$ cat src/rtl/pg_src_arbiter.sv
// Round-robin arbiter feeding the packet-generator source port.
// One packet in flight; releases on pkt_done or busy timeout.
module pg_src_arbiter #(
    parameter int N_REQ   = 4,
    parameter int DATA_W  = 8,
    parameter int ID_W    = 2,
    parameter int TIMEOUT = 255
) (
    input  logic                      clk,
    input  logic                      rst_n,
    input  logic [N_REQ-1:0]          req_valid,
    input  logic [N_REQ*DATA_W-1:0]   req_data,
    output logic [N_REQ-1:0]          req_ready,
    output logic                      pg_src_valid,
    input  logic                      pg_src_ready,
    output logic [DATA_W-1:0]         pg_src_data,
    output logic [ID_W-1:0]           pg_src_id,
    input  logic                      pkt_done,
    output logic [ID_W-1:0]           done_id,
    output logic                      done_pulse,
    output logic                      timeout_err,
    input  logic                      err_clr,
    output logic [15:0]               grant_count
);

    localparam int IW1 = ID_W + 1;
    localparam int TW  = (TIMEOUT < 2) ? 1 : $clog2(TIMEOUT);
    localparam bit TO_EN = (TIMEOUT != 0);
    localparam logic [TW-1:0] T_LAST =
        TW'((TIMEOUT > 0) ? TIMEOUT - 1 : 0);
    localparam logic [ID_W-1:0] ID_MAX = ID_W'(N_REQ - 1);

    typedef enum logic [1:0] {
        IDLE  = 2'd0,
        OFFER = 2'd1,
        BUSY  = 2'd2
    } state_e;

    state_e              state_q, state_d;
    logic [ID_W-1:0]     rr_q, rr_d;
    logic [ID_W-1:0]     id_q, id_d;
    logic [DATA_W-1:0]   data_q, data_d;
    logic [TW-1:0]       timer_q, timer_d;
    logic [15:0]         gc_q, gc_d;
    logic                dpulse_q, dpulse_d;
    logic [ID_W-1:0]     did_q, did_d;
    logic                err_q, err_d;

    logic                win_found;
    logic [ID_W-1:0]     win_id;
    logic [DATA_W-1:0]   win_data;
    logic [IW1-1:0]      idx_w;

    // Pick the first requester at or after the round-robin pointer
    always_comb begin
        win_found = 1'b0;
        win_id    = '0;
        idx_w     = '0;
        for (int k = 0; k < N_REQ; k++) begin
            idx_w = {1'b0, rr_q} + IW1'(k);
            if (idx_w >= IW1'(N_REQ)) begin
                idx_w = idx_w - IW1'(N_REQ);
            end
            if (!win_found && req_valid[idx_w[ID_W-1:0]]) begin
                win_found = 1'b1;
                win_id    = idx_w[ID_W-1:0];
            end
        end
    end

    // Route the winner's descriptor
    always_comb begin
        win_data = '0;
        for (int i = 0; i < N_REQ; i++) begin
            if (win_id == ID_W'(i)) begin
                win_data = req_data[i*DATA_W +: DATA_W];
            end
        end
    end

    // Next-state and register updates for the offer/busy cycle
    always_comb begin
        state_d  = state_q;
        rr_d     = rr_q;
        id_d     = id_q;
        data_d   = data_q;
        timer_d  = timer_q;
        gc_d     = gc_q;
        dpulse_d = 1'b0;
        did_d    = did_q;
        err_d    = err_q & ~err_clr;
        unique case (state_q)
            IDLE: begin
                if (win_found) begin
                    id_d    = win_id;
                    data_d  = win_data;
                    state_d = OFFER;
                end
            end
            OFFER: begin
                if (pg_src_ready) begin
                    gc_d    = gc_q + 16'd1;
                    rr_d    = (id_q == ID_MAX) ? '0 : id_q + 1'b1;
                    timer_d = '0;
                    state_d = BUSY;
                end
            end
            BUSY: begin
                if (timer_q != '1) begin
                    timer_d = timer_q + 1'b1;
                end
                if (pkt_done) begin
                    dpulse_d = 1'b1;
                    did_d    = id_q;
                    state_d  = IDLE;
                end else if (TO_EN && timer_q == T_LAST) begin
                    err_d    = 1'b1;
                    dpulse_d = 1'b1;
                    did_d    = id_q;
                    state_d  = IDLE;
                end
            end
            default: begin
                state_d = IDLE;
            end
        endcase
    end

    // State and datapath registers
    always_ff @(posedge clk or negedge rst_n) begin
        if (!rst_n) begin
            state_q  <= IDLE;
            rr_q     <= '0;
            id_q     <= '0;
            data_q   <= '0;
            timer_q  <= '0;
            gc_q     <= '0;
            dpulse_q <= 1'b0;
            did_q    <= '0;
            err_q    <= 1'b0;
        end else begin
            state_q  <= state_d;
            rr_q     <= rr_d;
            id_q     <= id_d;
            data_q   <= data_d;
            timer_q  <= timer_d;
            gc_q     <= gc_d;
            dpulse_q <= dpulse_d;
            did_q    <= did_d;
            err_q    <= err_d;
        end
    end

    assign pg_src_valid = (state_q == OFFER);
    assign pg_src_data  = data_q;
    assign pg_src_id    = id_q;
    assign done_pulse   = dpulse_q;
    assign done_id      = did_q;
    assign timeout_err  = err_q;
    assign grant_count  = gc_q;

    // Ready goes back only to the requester being offered
    assign req_ready = (state_q == OFFER && pg_src_ready)
                     ? ({{(N_REQ-1){1'b0}}, 1'b1} << id_q)
                     : '0;

endmodule
$ cat config.mk
export PLATFORM = sky130hd
export DESIGN_NAME = pg_src_arbiter
export DESIGN_NICKNAME = d
export VERILOG_FILES = /design/src/rtl/pg_src_arbiter.sv
export SDC_FILE = /design/constraint.sdc
export NUM_CORES = 1
export LEC_CHECK = 0
export CORE_AREA = 2 2 76 78
export DETAILED_ROUTE_END_ITERATION = 6
export DIE_AREA = 0 0 78 80
export PLACE_DENSITY = 0.71
export SLEW_MARGIN = 25
export SYNTH_ARGS = -nofsm -noshare
export SYNTH_HDL_FRONTEND = slang
export SYNTH_SLANG_ARGS = --single-unit
$ cat constraint.sdc
create_clock -name clk -period 1.7 [get_ports clk]
set_input_delay 0.34 -clock clk [delete_from_list [all_inputs] [get_ports clk]]
set_output_delay 0.34 -clock clk [all_outputs]
set_load 0.01 [all_outputs]
# == After elaboration in Yosys (flattened, before gate mapping) ==
# Cells that the tools add are included.
# word_totals
ff_bits,42
elab_cells,100
rom_bits,0
latch_bits,0
mem_bits_rw,0
inputBits,41
mem_count,0
output_inout_bits,35
# classes
addsub,10
shifts,1
div,0
bitwise,2
n_mux,42
reduce_logical,16
n_mul,0
magnitude_cmp,8
eq_ne,12
# op_table
cell,count
$mux 8,6
$mux 2,15
$add 16x1->16 const B,1
$pmux 8 s2,1
$mux 1,14
$lt 2x3->1 const B,4
$ge 3x3->1 const B,3
$add 8x1->8 const B,1
$bmux 1 s2,4
$eq 2x2->1 const B,4
$eq 8x8->1 const B,1
$ne 8x8->1 const B,1
$sub 2x1->2 const B,4
$add 2x2->3 const B,2
$pmux 2 s3,1
$reduce_and 2->1,3
$reduce_and 3->1,2
$eq 2x1->1 const B,2
$logic_and 1x1->1,4
$logic_not 2->1,2
$mux 4,1
$ne 2x2->1 const B,2
$reduce_bool 2->1,2
$shl 1x2->4 const A,1
other kinds (8),10

# == Logic depth before layout (Yosys ltp) ==
# Gate-level depths: netlist of run 1.
# depth
word_depth,19
ltp_mapped,7
depth_no_buf,7

# == Worst setup path before layout of run 1 ==
# No wires, ideal clock.
# synth_path
kind,reg-to-reg
startpoint,register timer_q[0]
endpoint,register timer_q[5]
required_ns,1.622
path_slack_ns,0.045
synth_period_minus_slack_ns,1.655
stages_incl_launch_ff,8
t_arrival_ns,1.576
cell_sequence,dfrtp_1 > ha_1 > nand3_1 > o21bai_4 > and2_4 > buf_6 > or3_1 > a21oi_1
# synth_between
elab_chain_len,3
elab_cells_between_ends,6
# synth_rtl
element,line_no,text
"start, declared",43,"logic [TW-1:0] timer_q, timer_d;"
"start signal, assigned",146,timer_q <= timer_d;
$add 8x1->8 / $ne 8x8->1 (equally long branches),"110, 109",
$mux 8 / $ne 2x2->1 (equally long branches),n/a,
$pmux 8 s2 / $reduce_and 3->1 (equally long branches),n/a,
# Several ways; a longest one is shown, not always the timed one. The select of a mux whose other input is x is not followed.
# A chain may end at the register's enable or synchronous reset.

# == Final worst setup path of run 1 ==
# layout_path
startpoint,input req_valid[3]
endpoint,"register data_q[1], in the netlist pg_src_data[1]"
# layout_between
elab_chain_len,17
elab_cells_between_ends,31
# layout_rtl
element,line_no,text
"start, declared",11,"input logic [N_REQ-1:0] req_valid,"
$bmux 1 s2,64,if (!win_found && req_valid[idx_w[ID_W-1:0]]) begin
$mux 1 (not written as such),64,
$mux 1,64,
$logic_not 1->1,64,
$logic_and 1x1->1,64,
$mux 1,64,
$logic_not 1->1,64,
$logic_and 1x1->1,64,
$mux 1,64,
$logic_not 1->1,64,
$logic_and 1x1->1,64,
$mux 2,64,
$logic_not 2->1,75,if (win_id == ID_W'(i)) begin
$mux 8 (4 in a row),75,
"end signal, assigned",145,data_q <= data_d;
"end, declared",42,"logic [DATA_W-1:0] data_q, data_d;"
# Several ways; a longest one is shown, not always the timed one. The select of a mux whose other input is x is not followed.

==> results of run 1 <==
## sequential cells by signal, indices dropped and copies added, names as in the netlist
register,cells
rr_q,2
pg_src_data,8
timer_q,8
state_q,2
done_id,2
done_pulse,1
timeout_err,1
pg_src_id,2
grant_count,16
## per-layer routing
layer	up-vias	wire length (um)	part of all wire
met3	5	326	0.066
met2	64	2397	0.49
met5	-	0	0
li1	911	-	-
met4	0	68	0.014
met1	890	2142	0.43
## cell usage after synthesis
library cell	count
nand2b_4	1
nand4_1	5
nand2_1	29
o221ai_1	9
clkbuf_1	2
a211o_2	1
nand2_2	1
mux2i_1	17
a21boi_0	1
a211oi_1	4
o31ai_1	3
xnor2_1	15
o2bb2ai_1	1
nor2_1	12
and3_1	5
xor2_1	3
and3b_2	1
o21ai_0	6
dfrtp_1	42
nand3_1	8
ha_1	7
and2_4	1
a21oi_1	3
nor3b_1	1
mux2_2	2
o21bai_1	1
o41ai_1	1
buf_2	1
buf_6	2
and2_1	4
inv_1	5
or3_1	3
buf_4	2
o21bai_4	1
clkinv_1	1
nand2b_1	3
## per-stage QoR
step                      power [uW]  setup WS, ns  hold slack, ns  setup TNS, ns    util
after global routing            4420      -0.01828          0.1575       -0.04591  0.5988
after global placement          3378       -0.4032          0.4460         -7.467  0.5701
after detailed placement        3410       -0.4338          0.4457         -7.836  0.5701
after CTS                       4103      0.007910          0.1272              0  0.5905
after floorplan                 2503       0.04548         0.04441              0       -
final                           4110       0.03000          0.1067              0  0.5988
## cells in the final DEF, fill, tap and decap left out, types with 2 or more instances in the layout
master            n
o21ai_0           6
clkdlybuf4s15_1   2
dfrtp_1          38
nand2_1          29
dfrtp_2           4
nand4_1           5
nand2b_1          3
xor2_1            3
and3_1            5
a211oi_1          4
clkbuf_8          6
clkdlybuf4s50_1  65
ha_1              6
nor2_1            9
and2_1            4
o31ai_1           3
mux2_2            2
a21oi_1           3
dlygate4sd2_1     4
nand3_1           7
o221ai_1          8
buf_2             4
mux2i_1          17
inv_1             5
buf_4            19
xnor2_1          15
nor2_2            3
or3_1             2
## cell families after synthesis
group	share of synthesized area
mux	0.08902
fa+ha+maj	0.04046
simple gates	0.1688
flops	0.4856
xor+xnor	0.07284
compound gates	0.1098
buf+inv	0.03352
## power breakdown
group | leakage, uW | switching [uW] | internal (uW)
logic | 0.000845 | 879 | 1070
clock network | 0.0000482 | 321 | 327
registers | 0.000547 | 236 | 1270
total | 0.00144 | 1440 | 2670
## final timing paths
kind	from	endpoint	slack, ns
setup / recovery	req_valid[3]	pg_src_data[1]	0.03
hold / removal	rst_n	grant_count[9]	0.11
setup reg to reg	state_q[0]	timer_q[5]	0.04
hold reg to reg	grant_count[15]	grant_count[15]	0.49
max in group asynchronous	rst_n	pg_src_id[1]	1.21
min in group clk	pg_src_ready	state_q[0]	0.46
## cell type report
type	count	area, um2
Clock buffer	7	86.33
Multi-Input combinational cell	149	1077
Tap cell	72	90.09
Sequential cell	42	1056
Fill cell	456	2168
Inverter	6	22.52
Timing Repair Buffer	96	899.6
Clock inverter	1	5.005
## repair_timing
action | 4_1_cts | 5_1_grt
endpoints found under the setup margin | 15 | 16
pin swaps | 1 | 5
resized for setup | 22 | 10
setup buffers | 4 | 3
==> impl_metrics.env, run 1 <==
export IMPL_outcome="complete, no violations"
export IMPL_power_density_nw_per_um2=1270
export IMPL_final_cell_area_um2=3237
export IMPL_path_class="in -> reg"
export IMPL_pin_count=76
export IMPL_finalCritPeriodShare=0.9824
export IMPL_ctsHoldBuffers=0
export IMPL_busiest_layer="met2"
export IMPL_required_ns=1.90
export IMPL_rsz0062_at_grt="yes"
export IMPL_cp_num_buf_inv=1
export IMPL_clk_latency_ns=0.29
export IMPL_vdd_drop_max_v=0.0006960
export IMPL_relSlewSlack=0.6549
export IMPL_routed_wl_um=4935
export IMPL_cts_root_buf="clkbuf_8"
export IMPL_die_w_um=78
export IMPL_synth_top_cell_area_share=0.4855
export IMPL_synth_seq_cells=42
export IMPL_dr_pass1_iters=4
export IMPL_postPlaceCellArea_um2=3082
export IMPL_leakagePower_uw=0.001441
export IMPL_finalClockSkew_ns=0.006049
export IMPL_grtUsageTotal=0.1629
export IMPL_finalSetupViolations=0
export IMPL_met1_usage=0.2044
export IMPL_grt_first_pass_wirelength_um=8004
export IMPL_fp_dieH_um=80
export IMPL_crit_chain="clkdlybuf4s50_1 > nor2_1 > a211o_2 > or3_4 > o221ai_1"
export IMPL_fin_crit_ns=1.670
export IMPL_synthTopCellsByArea="dfrtp_1, mux2i_1, xnor2_1"
export IMPL_start_kind="input pin"
export IMPL_route_detailed_drc=0
export IMPL_grt_max_degree=43
export IMPL_hold_path_class="in -> async"
export IMPL_arrival_ns=1.87
export IMPL_slew_violations=0
export IMPL_area_delta_synth_final_pct=49.54
export IMPL_worst_setup_path_end_kind="register"
export IMPL_antenna_found_initial=0
export IMPL_timing_fmax_mhz=598.8
export IMPL_start_util=0.4005
export IMPL_dp_cells=359
export IMPL_use_met3=0.04638
export IMPL_cts_made_buffers=5
export IMPL_port_buffer_count=75
export IMPL_clockBufferDepth=2
export IMPL_overflow=0
export IMPL_maxCapViolCount=0
export IMPL_fin_cells=373
export IMPL_ys_types=36
export IMPL_avgRoutedWirePerCell_um=13.23
export IMPL_gr_usage_met2=0.2690
export IMPL_crit_slowest_cell="clkdlybuf4s50_1"
export IMPL_drive_gt1_frac=0.1694
export IMPL_h_tree_depth=2
export IMPL_worstRegToRegCells=6
export IMPL_ys_seq_area_frac=0.4855
export IMPL_cp_num_cells=5
export IMPL_path_delay_family="buffers and inverters"
export IMPL_cts_tree="built"
export IMPL_crit_path_max_fanout=9
export IMPL_row_count=27
export IMPL_synth_net_count=252
export IMPL_avgSynthCellArea_um2=10.61
export IMPL_dp_final_hpwl_um=3648
export IMPL_ant_nets=0
export IMPL_cts_sinks=42
export IMPL_yosysWarnings=0
export IMPL_cp_slowest_stage_delay_ns=0.52
export IMPL_hold_viol=0
export IMPL_globalplace_congestion=0.8543
export IMPL_num_nets_final=348
export IMPL_synth_area_um2=2165
export IMPL_drt_vias_per_instance=5.013
export IMPL_die_area_um2=6240
export IMPL_synth_top_area_cell="dfrtp_1"
export IMPL_vias=1870
export IMPL_coreArea_um2=5405
export IMPL_tightest_slew_ns=0.5177
export IMPL_drt_iter0_markers=107
export IMPL_grt_pass1_vias=1749
export IMPL_antenna_cells=0
export IMPL_synthCells=204
export IMPL_clkTransAtPathRegs_ns=0.08
No activity file was read; power rests on OpenSTA's default activity.
==> run 2: changes to the inputs <==
RECOVER_POWER = 100   (was unset)
TNS_END_PERCENT = 20   (was unset)
==> impl_metrics.env, run 2 (synthesis results as in run 1) <==
export IMPL_outcome="complete, no violations"
export IMPL_start_util=0.4005
export IMPL_busiest_layer="met2"
export IMPL_hold_path_class="in -> async"
export IMPL_grt_max_degree=43
export IMPL_regArea_um2=1055
export IMPL_p_total_uw=4090
export IMPL_pin_count=76
export IMPL_finalCritPeriodShare=0.9823
export IMPL_crit_slowest_cell="clkdlybuf4s50_1"
export IMPL_antenna_found_initial=0
export IMPL_cts_sinks=42
export IMPL_fin_crit_ns=1.670
export IMPL_port_buffer_count=75
export IMPL_worst_slack_ns=0.03001
export IMPL_coreArea_um2=5405
export IMPL_grt_pass1_vias=1749
export IMPL_arrival_ns=1.87
export IMPL_worst_setup_path_end_kind="register"
export IMPL_dp_slack_ns=-0.4338
export IMPL_cts_made_buffers=5
export IMPL_required_ns=1.90
export IMPL_drt_vias_per_instance=4.979
export IMPL_tightest_slew_ns=1.009
export IMPL_cp_num_buf_inv=1
export IMPL_layout_commonest_cell="clkdlybuf4s50_1"
export IMPL_gr_usage_met2=0.2690
export IMPL_p_sw_frac=0.3559
export IMPL_fp_dieH_um=80
export IMPL_path_class="in -> reg"
export IMPL_finalClockSkew_ns=0.006810
export IMPL_h_tree_depth=2
export IMPL_dr_pass1_iters=4
export IMPL_leakagePower_uw=0.001465
export IMPL_ctsHoldBuffers=0
export IMPL_drive_gt1_frac=0.1561
export IMPL_clockBufferDepth=2
export IMPL_globalplace_congestion=0.8543
export IMPL_area_delta_synth_final_pct=49.42
export IMPL_hold_viol=0
export IMPL_relSlewSlack=0.3276
export IMPL_nFillCells=458
export IMPL_cts_root_buf="clkbuf_8"
export IMPL_cp_slowest_stage_delay_ns=0.48
export IMPL_postPlaceCellArea_um2=3082
export IMPL_largest_reg_flops=16
export IMPL_worstRegToRegCells=6
export IMPL_grtUsageTotal=0.1629
export IMPL_rsz0062_at_grt="yes"
export IMPL_start_kind="input pin"
export IMPL_crit_path_max_fanout=9
export IMPL_p_seq_frac=0.367
export IMPL_slew_violations=0
export IMPL_power_switching_uw=1455
export IMPL_timing_fmax_mhz=598.8
export IMPL_p_int_uw=2634
export IMPL_vias=1857
export IMPL_route_detailed_drc=0
export IMPL_grt_first_pass_wirelength_um=8004
export IMPL_crit_chain="clkdlybuf4s50_1 > nor2_1 > a211o_2 > or3_4 > o221ai_1"
export IMPL_vdd_drop_max_v=0.0007367
export IMPL_p_comb_frac=0.474
export IMPL_routed_wl_um=4921
export IMPL_ant_nets=0
export IMPL_power_density_nw_per_um2=1265
export IMPL_finalSetupViolations=0
export IMPL_avgRoutedWirePerCell_um=13.19
export IMPL_clk_latency_ns=0.29
export IMPL_die_area_um2=6240
export IMPL_use_met3=0.04638
export IMPL_final_cell_mix="clkdlybuf4s50_1, dfrtp_1, nand2_1, mux2i_1, xnor2_1"
export IMPL_die_w_um=78
export IMPL_multi_input_area_um2=1086
export IMPL_row_count=27
export IMPL_antenna_cells=0
export IMPL_maxCapViolCount=0
export IMPL_cts_tree="built"
export IMPL_dp_final_hpwl_um=3648
export IMPL_overflow=0
export IMPL_clkTransAtPathRegs_ns=0.08
export IMPL_path_delay_family="compound AO/OA/AOI/OAI gates"
export IMPL_drt_iter0_markers=107
export IMPL_met1_usage=0.2044
export IMPL_cp_num_cells=5
export IMPL_final_cell_area_um2=3234
export IMPL_num_nets_final=348
export IMPL_clockPowerShare=0.160
-- run 2: changes by cell type in the layout (fill, tap and decap cells not counted), sizes merged --
cell           before  now
buf                25   20
clkdlybuf4s50      65   52
dlygate4sd3         0   13
dlygate4sd2         4    3
clkbuf              7   12
dlymetal6s2s        0    1
-- run 2: worst paths after layout --
path,startpoint,to,slack (ns)
hold reg to reg,grant_count[15],grant_count[15],0.48
hold / removal,rst_n,timer_q[6],0.29
setup reg to reg,state_q[0],timer_q[5],0.05
max in group asynchronous,rst_n,pg_src_id[1],0.71
setup / recovery,req_valid[0],pg_src_data[1],0.03
min in group clk,pg_src_ready,state_q[0],0.44
-- run 2: repair_timing --
action,in CTS,in global routing
endpoints found under the setup margin,15,21
pin swaps,1,4
resized for setup,20,15
setup buffers,4,3
-- run 2: metrics by stage --
stage / cells / util / setup TNS, ns / hold WS [ns]
5_1_grt: 373 / 0.5984 / -0.06469 / 0.3995
6_report: 373 / 0.5984 / 0 / 0.2946
3_5_place_dp: 359 / 0.5701 / -7.836 / 0.4457
4_1_cts: 371 / 0.5903 / -0.03497 / 0.1272
2_1_floorplan: 204 / - / 0 / 0.04441
3_3_place_gp: 359 / 0.5701 / -7.467 / 0.4460
-- run 2: final cells by class --
class	count	share of cell area
inverters	6	0.006963
well taps	72	0.02785
repair buffers	96	0.2750
flip-flops and latches	42	0.3261
clock buffers	7	0.02669
multi-input cells	149	0.3358
clock inverters	1	0.001547
-- run 2: routing by layer --
layer  share of wire  wire length [um]
met5               0                 0
met4           0.014                71
met3           0.067               332
met2            0.48              2356
met1            0.44              2160
-- run 2: power groups by stage --
stage | Clock (uW) | Sequential, uW | Combinational [uW]
final | 653 | 1500 | 1940
after floorplan | 0 | 1570 | 928
after global routing | 727 | 1540 | 2130
after detailed placement | 0 | 1510 | 1900
after global placement | 0 | 1510 | 1870
after CTS | 677 | 1500 | 1930
-- run 2: worst reg2reg max path, cell delays in order, from the launching register on --
cell and delay (ns):
dfrtp_1 0.38, clkbuf_1 0.13, nand2b_4 0.18, o21bai_4 0.20, and2_4 0.19, or3_1 0.34
a21oi_1 0.16
==> run 3: changes to the inputs <==
CORE_AREA = 2 2 75 77   (was 2 2 76 78)
CTS_BUF_LIST = sky130_fd_sc_hd__clkbuf_8   (was unset)
DIE_AREA = 0 0 77 79   (was 0 0 78 80)
PLACE_DENSITY = 0.73   (was 0.71)
==> impl_metrics.env, run 3 (synthesis results as in run 1) <==
export IMPL_cts_root_buf="clkbuf_8"
export IMPL_path_class="in -> reg"
export IMPL_fin_crit_ns=1.672
export IMPL_cts_sinks=42
export IMPL_ctsHoldBuffers=0
export IMPL_clockBufferDepth=2
export IMPL_start_util=0.4055
export IMPL_route_detailed_drc=0
export IMPL_crit_path_max_fanout=5
export IMPL_nFillCells=458
export IMPL_grtUsageTotal=0.1726
export IMPL_arrival_ns=1.88
export IMPL_antenna_cells=0
export IMPL_layout_commonest_cell="clkdlybuf4s50_1"
export IMPL_hold_path_class="in -> async"
export IMPL_dp_cells=363
export IMPL_die_area_um2=6083
export IMPL_grt_max_degree=43
export IMPL_required_ns=1.91
export IMPL_start_kind="input pin"
export IMPL_antenna_found_initial=0
export IMPL_timing_fmax_mhz=597.9
export IMPL_tightest_slew_ns=1.023
export IMPL_power_density_nw_per_um2=1295
export IMPL_timing_hold_ws_ns=0.2927
export IMPL_avgRoutedWirePerCell_um=13.79
export IMPL_rsz0062_at_grt="yes"
export IMPL_coreArea_um2=5338
export IMPL_routed_wl_um=5143
export IMPL_r2r_end="grant_count[12]"
export IMPL_cts_tree="built"
export IMPL_drt_iter0_markers=64
export IMPL_leakagePower_uw=0.001452
export IMPL_dp_final_hpwl_um=3696
export IMPL_fin_util=0.6160
export IMPL_finalClockSkew_ns=0.003721
export IMPL_final_cell_mix="clkdlybuf4s50_1, dfrtp_1, nand2_1, mux2i_1"
export IMPL_relSlewSlack=0.3183
export IMPL_finalSetupViolations=0
export IMPL_drive_gt1_frac=0.1927
export IMPL_hold_viol=0
export IMPL_grt_first_pass_wirelength_um=8390
export IMPL_dr_pass1_iters=5
export IMPL_vdd_drop_max_v=0.0007555
export IMPL_fin_cells=373
export IMPL_grt_pass1_vias=1821
export IMPL_worstRegToRegCells=7
export IMPL_drt_vias_per_instance=5.011
export IMPL_num_nets_final=348
export IMPL_maxCapViolCount=0
export IMPL_vias=1869
export IMPL_area_delta_synth_final_pct=51.91
export IMPL_slew_violations=0
export IMPL_overflow=0
export IMPL_clk_latency_ns=0.29
export IMPL_clkTransAtPathRegs_ns=0.08
export IMPL_largest_reg_flops=16
export IMPL_pin_count=76
export IMPL_globalplace_congestion=0.8731
export IMPL_cts_made_buffers=5
export IMPL_finalCritPeriodShare=0.9838
export IMPL_ant_nets=0
export IMPL_row_count=27
export IMPL_h_tree_depth=2
export IMPL_rr_startpoint="state_q[1]"
export IMPL_r2r_slack_ns=0.07
export IMPL_die_w_um=77
export IMPL_fp_dieH_um=79
export IMPL_worst_setup_path_end_kind="register"
export IMPL_outcome="complete, no violations"
export IMPL_port_buffer_count=75
[run 3: where the power goes]
group | switching [uW] | total (uW) | leakage [uW] | internal [uW]
sequential | 232 | 1500 | 0.000551 | 1260
clock | 346 | 779 | 0.0000556 | 432
combinational | 903 | 1980 | 0.000845 | 1080
total | 1480 | 4260 | 0.00145 | 2780
[run 3: how the worst max path moves through the flow]
| stage | startpoint | slack, ns | cells after the start | endpoint |
|---|---|---|---|---|
| final | req_valid[1] | 0.03 | 5 | pg_src_data[0] |
| after global routing | req_valid[1] | -0.04 | 5 | pg_src_data[0] |
| after CTS | state_q[0] | -0.08 | 4 | req_ready[1] |
| after detailed placement | pg_src_ready | -0.40 | 4 | req_ready[1] |
| after global placement | pg_src_ready | -0.40 | 4 | req_ready[0] |
| after floorplan | timer_q[0] | 0.05 | 7 | timer_q[5] |
[run 3: per-stage QoR]
step / setup TNS, ns / total power, uW / area (um2) / setup slack, ns
6_report: 0 / 4258 / 3288 / 0.02760
5_1_grt: -0.1551 / 4580 / 3288 / -0.03995
4_1_cts: -0.08162 / 4265 / 3244 / -0.08162
3_5_place_dp: -7.531 / 3461 / 3112 / -0.3967
3_3_place_gp: -7.353 / 3416 / 3112 / -0.4018
2_1_floorplan: 0 / 2503 / 2165 / 0.04548
[run 3: worst max-delay path, stage by stage]
cell and delay [ns]:
clkdlybuf4s50_1 0.49, nor2_1 0.07, a211o_2 0.37, or3_4 0.44, o221ai_1 0.17
[run 3: cell type report]
cell class / instances / area, um2 / area share
Multi-Input combinational cell: 150 / 1122 / 0.3413
Sequential cell: 42 / 1052 / 0.3200
Timing Repair Buffer: 95 / 890.9 / 0.2709
Tap cell: 72 / 90.09 / 0.02740
Clock buffer: 5 / 68.82 / 0.02093
Clock inverter: 3 / 41.29 / 0.01256
Inverter: 6 / 22.52 / 0.006849
[run 3: layer usage]
metal	up-vias	track usage	wire length (um)
met2	64	0.2930	2569
met5	-	0	0
met4	0	0.06429	78
met3	7	0.05341	331
li1	912	-	-
met1	886	0.2070	2164
[run 3: repair_timing]
action	in CTS	in global routing
buffers inserted	2	0
setup endpoints to repair	19	25
pin swaps	2	8
cloned	0	1
gates resized for setup	18	24
